File: src/rtl/player_judge_if.sv
// Bundle of play-control, note, button and score signals between the note
// shift registers / button synchroniser and the judge.
interface player_judge_if #(
    parameter int LANES   = 3,
    parameter int SCORE_W = 16,
    parameter int COMBO_W = 8
);
    logic               enable;
    logic               clear_score;
    logic               beat;
    logic [LANES-1:0]   notes;
    logic [LANES-1:0]   player_input;
    logic               increase_score;
    logic               decrease_score;
    logic [SCORE_W-1:0] score;
    logic [COMBO_W-1:0] combo;

    modport master (
        output enable, clear_score, beat, notes, player_input,
        input  increase_score, decrease_score, score, combo
    );

    modport slave (
        input  enable, clear_score, beat, notes, player_input,
        output increase_score, decrease_score, score, combo
    );
endinterface

File: src/rtl/player_judge.sv
// Beat-window judge: collects button rises over one beat window, compares them
// with the note column latched at the window start, and keeps a saturating
// score plus a combo counter.
// Optional macro PLAYER_JUDGE_COMBO_BONUS_EN adds (combo >> COMBO_SHIFT) to
// the points of every hit.
module player_judge #(
    parameter int LANES        = 3,
    parameter int SCORE_W      = 16,
    parameter int COMBO_W      = 8,
    parameter int HIT_POINTS   = 1,
    parameter int MISS_PENALTY = 1,
    parameter int COMBO_SHIFT  = 2
) (
    input  logic           clk,
    input  logic           resetn,
    player_judge_if.slave  bus
);

    typedef enum logic [1:0] {IDLE, ARMED, PLAY} state_t;

    localparam logic [SCORE_W-1:0] HIT_PTS  = SCORE_W'(HIT_POINTS);
    localparam logic [SCORE_W-1:0] MISS_PTS = SCORE_W'(MISS_PENALTY);

    state_t             state, state_next;
    logic [LANES-1:0]   col, col_next;
    logic [LANES-1:0]   mask, mask_next;
    logic [LANES-1:0]   prev, rise;
    logic               hit_p0, miss_p0;
    logic [SCORE_W-1:0] points_p0;
    logic               inc_p1, dec_p1;
    logic [SCORE_W-1:0] score_p1;
    logic [COMBO_W-1:0] combo_p1;

    function automatic logic [SCORE_W-1:0] sat_add(input logic [SCORE_W-1:0] a,
                                                   input logic [SCORE_W-1:0] b);
        logic [SCORE_W:0] s;
        s = {1'b0, a} + {1'b0, b};
        return s[SCORE_W] ? '1 : s[SCORE_W-1:0];
    endfunction

    function automatic logic [SCORE_W-1:0] sat_sub(input logic [SCORE_W-1:0] a,
                                                   input logic [SCORE_W-1:0] b);
        logic [SCORE_W:0] d;
        d = {1'b0, a} - {1'b0, b};
        return d[SCORE_W] ? '0 : d[SCORE_W-1:0];
    endfunction

    function automatic logic [COMBO_W-1:0] sat_inc_combo(input logic [COMBO_W-1:0] c);
        return (c == '1) ? c : c + COMBO_W'(1);
    endfunction

    assign rise = bus.player_input & ~prev;

`ifdef PLAYER_JUDGE_COMBO_BONUS_EN
    // Bonus uses the combo value before this hit increments it.
    assign points_p0 = sat_add(HIT_PTS, SCORE_W'(combo_p1 >> COMBO_SHIFT));
`else
    localparam int unused_combo_shift = COMBO_SHIFT;
    assign points_p0 = HIT_PTS;
`endif

    // State register.
    always_ff @(posedge clk or negedge resetn) begin
        if (!resetn) state <= IDLE;
        else         state <= state_next;
    end

    // Next state, window column/mask update and judgement of the closing window.
    always_comb begin
        state_next = state;
        col_next   = col;
        mask_next  = mask | rise;
        hit_p0     = 1'b0;
        miss_p0    = 1'b0;
        if (!bus.enable) begin
            state_next = IDLE;
            col_next   = '0;
            mask_next  = '0;
        end else begin
            case (state)
                IDLE: begin
                    state_next = ARMED;
                    col_next   = '0;
                    mask_next  = '0;
                end
                ARMED: begin
                    if (bus.beat) begin
                        state_next = PLAY;
                        col_next   = bus.notes;
                        mask_next  = '0;
                    end
                end
                PLAY: begin
                    if (bus.beat) begin
                        // A rise on the beat cycle opens the new window.
                        col_next  = bus.notes;
                        mask_next = rise;
                        if (col != '0) begin
                            hit_p0  = (mask == col);
                            miss_p0 = (mask != col);
                        end else begin
                            miss_p0 = (mask != '0);
                        end
                    end
                end
                default: begin
                    state_next = IDLE;
                    col_next   = '0;
                    mask_next  = '0;
                end
            endcase
        end
    end

    // ---- stage p1: registered judgement pulses, score and combo ----
    // Window registers, edge-detect history, pulses and saturating counters.
    always_ff @(posedge clk or negedge resetn) begin
        if (!resetn) begin
            prev     <= '0;
            col      <= '0;
            mask     <= '0;
            inc_p1   <= 1'b0;
            dec_p1   <= 1'b0;
            score_p1 <= '0;
            combo_p1 <= '0;
        end else begin
            prev   <= bus.player_input;
            col    <= col_next;
            mask   <= mask_next;
            inc_p1 <= hit_p0;
            dec_p1 <= miss_p0;
            if (bus.clear_score) begin
                score_p1 <= '0;
                combo_p1 <= '0;
            end else if (hit_p0) begin
                score_p1 <= sat_add(score_p1, points_p0);
                combo_p1 <= sat_inc_combo(combo_p1);
            end else if (miss_p0) begin
                score_p1 <= sat_sub(score_p1, MISS_PTS);
                combo_p1 <= '0;
            end
        end
    end

    assign bus.increase_score = inc_p1;
    assign bus.decrease_score = dec_p1;
    assign bus.score          = score_p1;
    assign bus.combo          = combo_p1;

endmodule

File: src/flat_wrapper.sv
// flat-port wrapper written by rule: the top's interface ports become plain ports
module player_judge_flat 
#(
    parameter int LANES        = 3,
    parameter int SCORE_W      = 16,
    parameter int COMBO_W      = 8,
    parameter int HIT_POINTS   = 1,
    parameter int MISS_PENALTY = 1,
    parameter int COMBO_SHIFT  = 2
)
  (clk, resetn, bus_enable, bus_clear_score, bus_beat, bus_notes, bus_player_input, bus_increase_score, bus_decrease_score, bus_score, bus_combo);
  player_judge_if #(.LANES(LANES), .SCORE_W(SCORE_W), .COMBO_W(COMBO_W)) bus_i ();
  input  logic clk;
  input  logic resetn;
  input wire logic [$bits(bus_i.enable)-1:0] bus_enable;
  input wire logic [$bits(bus_i.clear_score)-1:0] bus_clear_score;
  input wire logic [$bits(bus_i.beat)-1:0] bus_beat;
  input wire logic [$bits(bus_i.notes)-1:0] bus_notes;
  input wire logic [$bits(bus_i.player_input)-1:0] bus_player_input;
  output wire logic [$bits(bus_i.increase_score)-1:0] bus_increase_score;
  output wire logic [$bits(bus_i.decrease_score)-1:0] bus_decrease_score;
  output wire logic [$bits(bus_i.score)-1:0] bus_score;
  output wire logic [$bits(bus_i.combo)-1:0] bus_combo;
  assign bus_i.enable = bus_enable;
  assign bus_i.clear_score = bus_clear_score;
  assign bus_i.beat = bus_beat;
  assign bus_i.notes = bus_notes;
  assign bus_i.player_input = bus_player_input;
  assign bus_increase_score = bus_i.increase_score;
  assign bus_decrease_score = bus_i.decrease_score;
  assign bus_score = bus_i.score;
  assign bus_combo = bus_i.combo;
  player_judge #(.LANES(LANES), .SCORE_W(SCORE_W), .COMBO_W(COMBO_W), .HIT_POINTS(HIT_POINTS), .MISS_PENALTY(MISS_PENALTY), .COMBO_SHIFT(COMBO_SHIFT)) u_core (.clk(clk), .resetn(resetn), .bus(bus_i));
endmodule
File: config.mk
export PLATFORM = sky130hd
export DESIGN_NAME = player_judge_flat
export DESIGN_NICKNAME = d
export VERILOG_FILES = /design/src/rtl/player_judge_if.sv /design/src/rtl/player_judge.sv /design/src/flat_wrapper.sv
export SDC_FILE = /design/constraint.sdc
export NUM_CORES = 1
export LEC_CHECK = 0
export BUFFER_PORTS_ARGS = -buffer_cell sky130_fd_sc_hd__buf_2
export CAP_MARGIN = 10
export CELL_PAD_IN_SITES_DETAIL_PLACEMENT = 0
export CELL_PAD_IN_SITES_GLOBAL_PLACEMENT = 1
export CORE_MARGIN = 8
export CORE_UTILIZATION = 30
export CTS_CLUSTER_DIAMETER = 80
export CTS_CLUSTER_SIZE = 25
export DETAILED_ROUTE_END_ITERATION = 7
export PLACE_DENSITY_LB_ADDON = 0.12
export SETUP_SLACK_MARGIN = 0.3
export SYNTH_ARGS = -nofsm -noshare
export SYNTH_HDL_FRONTEND = slang
export SYNTH_SLANG_ARGS = --single-unit
File: constraint.sdc
create_clock -name clk -period 2.45 [get_ports clk]
set_input_delay 0.245 -clock clk [delete_from_list [all_inputs] [get_ports clk]]
set_output_delay 0.245 -clock clk [all_outputs]
set_load 0.02 [all_outputs]
* Word level (Yosys, flattened, before mapping) *
Cells that the tools add are included.

word-level totals
  bits in registers = 37
  memories kept = 0
  latch bits = 0
  bits of input ports = 11
  bits in writable memories = 0
  ROM bits = 0
  output and inout bits = 26

operators by class
  div/mod/pow operators = 0
  add/subtract/negate cells = 3
  reduce and logical (&&, ||, !) cells = 7
  $lt $le $gt $ge = 0
  shift-type cells = 0
  multiplexer cells = 27
  equality and inequality tests = 9
  $mul = 0
  bitwise logic cells = 3

operators by type and width
  cell                     count
  $mux W16                 5
  $mux W8                  4
  $mux W3                  6
  $add A16 B1 Y17 const B  1
  $sub A16 B1 Y17 const B  1
  $reduce_bool A3 Y1       3
  $add A8 B1 Y8 const B    1
  $eq A8 B8 Y1 const B     1
  $mux W1                  8
  $ne A3 B3 Y1 const B     2
  $pmux W2 S3              1
  $pmux W3 S2              1
  $mux W2                  2
  $reduce_and A2 Y1        2
  $and A3 B3 Y3            1
  $eq A3 B3 Y1             1
  $ne A3 B2 Y1 const B     1
  $ne A3 B3 Y1             1
  $not A3 Y3               1
  $or A3 B3 Y3             1
  $eq A2 B1 Y1 const B     1
  $eq A2 B2 Y1 const B     1
  $logic_not A2 Y1         1
  $ne A2 B2 Y1 const B     1
  $reduce_or A2 Y1         1

* Longest topological paths before layout *
  word-level depth = 8
  depth in mapped cells = 9
  mapped depth without buffers = 8

* Least setup slack after synthesis *
OpenSTA, ideal clock, no wires.

  path type = reg-to-reg
  start point = register u_core.score_p1[0], in the netlist u_core.bus.score[0]
  end point = register u_core.score_p1[10], in the netlist u_core.bus.score[10]
  setup slack = -65 ps
  data required time = 2,356 ps
  stages on the path, launching flop included = 10
  arrival time = 2,421 ps
  cell sequence = dfrtp_1 > inv_1 > ha_1 > or4b_1 > clkbuf_1 > or2_2 > or4_1 > nand3_1 > o31ai_1 > a211oi_1

between the ends
  longest elaborated chain between the ends = 5

RTL lines
  element                   line                 RTL
  start: declaration        player_judge.sv:31   logic [SCORE_W-1:0] score_p1;
  start signal: assignment  player_judge.sv:136  score_p1 <= sat_add(score_p1, points_p0);
  start signal: assignment  player_judge.sv:139  score_p1 <= sat_sub(score_p1, MISS_PTS);
  $sub A16 B1 Y17           player_judge.sv:44   d = {1'b0, a} - {1'b0, b};
  $mux W16                  player_judge.sv:45   return d[SCORE_W] ? '0 : d[SCORE_W-1:0];
  $mux W16                  player_judge.sv:138  end else if (miss_p0) begin
  $mux W16 (*)              player_judge.sv:135  end else if (hit_p0) begin
  $mux W16 (*)              player_judge.sv:132  if (bus.clear_score) begin

Every way passes the cells marked *; elsewhere a longest branch is shown, timed or not. The select of a mux whose other input is x is not followed.
A chain may end at the register's enable or synchronous reset.

* Worst setup path in the final report *
  start point = register u_core.score_p1[1], in the netlist u_core.bus.score[1]
  end point = register u_core.score_p1[15], in the netlist u_core.bus.score[15]

The elaborated chain is that of the path after synthesis.

==> qor.txt <==
post-synthesis cell count = 300
Synth top area share = 0.373
Cell Int Power = 1120 uW
total power after layout = 1730 uW
total net switching power = 609 uW
EDFF count, synth = 0
final wirelength = 8.59 mm
worst reg2reg path endpoint = u_core.bus.score[15]
CP Capture Point = u_core.bus.score[15]
Peak Freq = 0.424 GHz
Setup-failing EPs final = 0
setup tns final = 0 ns
cell taking the most area after synthesis = dfrtp_1
FF-to-FF setup slack = 0.09 ns
Rows = 33
Post-Place Cell Area = 3040 um^2
Hold Crit Class = input port to async pin
fillcell total = 824
Die Area = 11400 um^2
Clock transition at path regs = 0.08 ns
Clk pwr share = 0.251
vias in the first global route = 2527
Period Utilization, post-route = 0.962
Synth Net Count = 318
GRT overflow = 0
pwr dens = 491 nW/um^2
Critical Path Start Type = flop
most frequent cells in the layout = 40 x buf_4, 36 x buf_2, 31 x dfrtp_1, 24 x nor2_1
Worst Tran Pin Value = 0.866 ns
Initial DRC Count = 126
clock skew = 0.00265 ns
detailed placement HPWL = 5.98 mm
Lkg Pwr = 0.00164 uW
Detailed Routing Iterations Pass 1 = 4
Antenna Nets Post-Route = 0
RSZ-0062 raised after global routing = true
CTS H-Tree Depth = 2
top_reg_cell synth = dfrtp_1
Post-route DRC = 0
Max Slew Vio Count = 0
Req. time, crit path = 2.67 ns
Wirelength per Cell = 17.7 um
GRT Total Usage = 0.150
# diodes = 0
core area = 8130 um^2
yosys warns = 0
largest net degree at the start of global routing = 38
Tmin final = 2.36 ns
Worst R2R Path Depth = 6
kind of critical path = flop to flop
Worst setup startpoint = u_core.bus.score[1]
Finished Cell Area = 3520 um^2
Netlist Area Pre-Place = 2480 um^2
sequential cell fraction of total power = 0.392
Min Hold Slack = 0.0651 ns
Comb pwr share = 0.357
outcome = finished clean
synthesized flop and latch total = 37
Critical-path top delay cell = or4_4
post-synth cell types = 49
nets@finish = 396
CP Max Fanout = 3
CTS tree = built
delay-heaviest family, CP = simple AND/OR/NAND/NOR gates
Worst path depth = 6
Sw Ratio = 0.352
Die Y = 107 um
area delta synth->final = 41.9%
Fin. Hold Viols = 0
Root Buffer = clkbuf_8
worst path bufs/invs = 0
Die Wd = 107 um
worst relative slew slack = 0.423
DR vias = 2642
clock latency on the worst-skew pair = 0.29 ns
Async SR Flop Fraction = 1.00
post-DR vias/cell = 5.46
Initial Util = 0.305
Mean Syn Cell Area = 8.28 um^2
leading cell type in the layout, fill and taps excluded = buf_4
share of post-route cells with drive strength above 1 = 0.398
FF-to-FF Start = u_core.bus.score[1]
Port Buffers = 36
VDD IR max = 0.285 mV
first-pass GRT wire length = 13.6 mm
Clock Tree Buf Depth = 2
Max Cap Viol = 0
RePlAce Congestion = 0.875
initial antenna violation count = 0
Arr. time, crit path = 2.58 ns
top cells by area, synth = dfrtp_1 37%, o21ai_0 5.6%, nor2_1 3.9%
TritonCTS buffer count = 5
cells along the critical path = or4_4 > or3_4 > or4_4 > a2111oi_4 > o21ai_1 > o21ai_1
IO Count = 37
CTS sink cnt = 37
Worst Setup End Kind = flop
sequential element share of the synthesized area = 0.373
Layout Utilization = 0.433
slowest stage delay, CP = 0.55 ns
## area by class of cell
type	instances	area (um^2)	area share
clock buffer	5	68.8	0.0195
sequential	37	933	0.265
multi-input combinational	236	1760	0.499
timing repair buffer	83	559	0.159
tap	105	131	0.0373
inverter	15	56.3	0.0160
clock inverter	3	17.5	0.00497
## worst min path at each step
| stage | start | endpoint | cells past startpoint |
|---|---|---|---|
| final | resetn | u_core.bus.combo[4] | 1 |
| after global routing | bus_player_input[0] | u_core.prev[0] | 1 |
| after CTS | bus_player_input[2] | u_core.prev[2] | 1 |
| after detailed placement | bus_player_input[2] | u_core.prev[2] | 1 |
| after global placement | bus_player_input[0] | u_core.prev[0] | 1 |
| after floorplan | resetn | u_core.bus.combo[0] | 0 |
## flip-flops by register name, summed over array words and instances (netlist names)
register	flops
u_core.bus.score	16
u_core.col	3
u_core.bus.decrease_score	1
u_core.prev	3
u_core.bus.combo	8
u_core.state	2
u_core.mask	3
u_core.bus.increase_score	1
## synth_stat cells, drive strengths merged (3+ instances only)
cell type,instances
ha,7
xor2,6
nand2,24
a211oi,8
dfrtp,37
or3,4
a21o,4
inv,15
or4,6
a211o,3
nor2,27
nand2b,7
mux2i,5
o31ai,9
nor4,8
nand3,12
o21ai,30
nor3,10
nor2b,4
clkbuf,11
a21oi,16
a22oi,4
or2,5
and3,8
nand4,3
a31oi,4
## kinds of logic after synthesis
family          share of synthesized area
fa+ha+maj                          0.0353
flops                               0.373
compound gates                      0.238
xor+xnor                           0.0282
mux                                0.0247
buf+inv                            0.0413
simple gates                        0.259
## power groups by stage
| stage | logic (uW) | registers (uW) | clock network (uW) |
|---|---|---|---|
| final | 619 | 678 | 434 |
| after CTS | 542 | 677 | 461 |
| after global placement | 478 | 688 | 0 |
| after floorplan | 288 | 701 | 0 |
| after detailed placement | 476 | 689 | 0 |
| after global routing | 681 | 685 | 480 |
## repair_timing
action                                  CTS  global route
gates resized for setup                  28            42
hold buffers                              0             0
buffers inserted                          6             7
gates cloned                              1             0
endpoints found under the setup margin   16            23
pin swaps                                14            26
## routing by layer
layer | GRT usage | routed length [um]
met1 | 0.204 | 3810
met4 | 0.0693 | 317
met3 | 0.0312 | 514
met5 | 0 | 0
met2 | 0.221 | 3940
## metrics by stage
step | setup WS (ns) | cells
after floorplan | 0.0225 | 300
after global routing | 0.0288 | 484
final | 0.0931 | 484
after detailed placement | 0.0620 | 462
after global placement | 0.0821 | 462
after CTS | 0.116 | 477
Power figures use the tool's default switching activity.
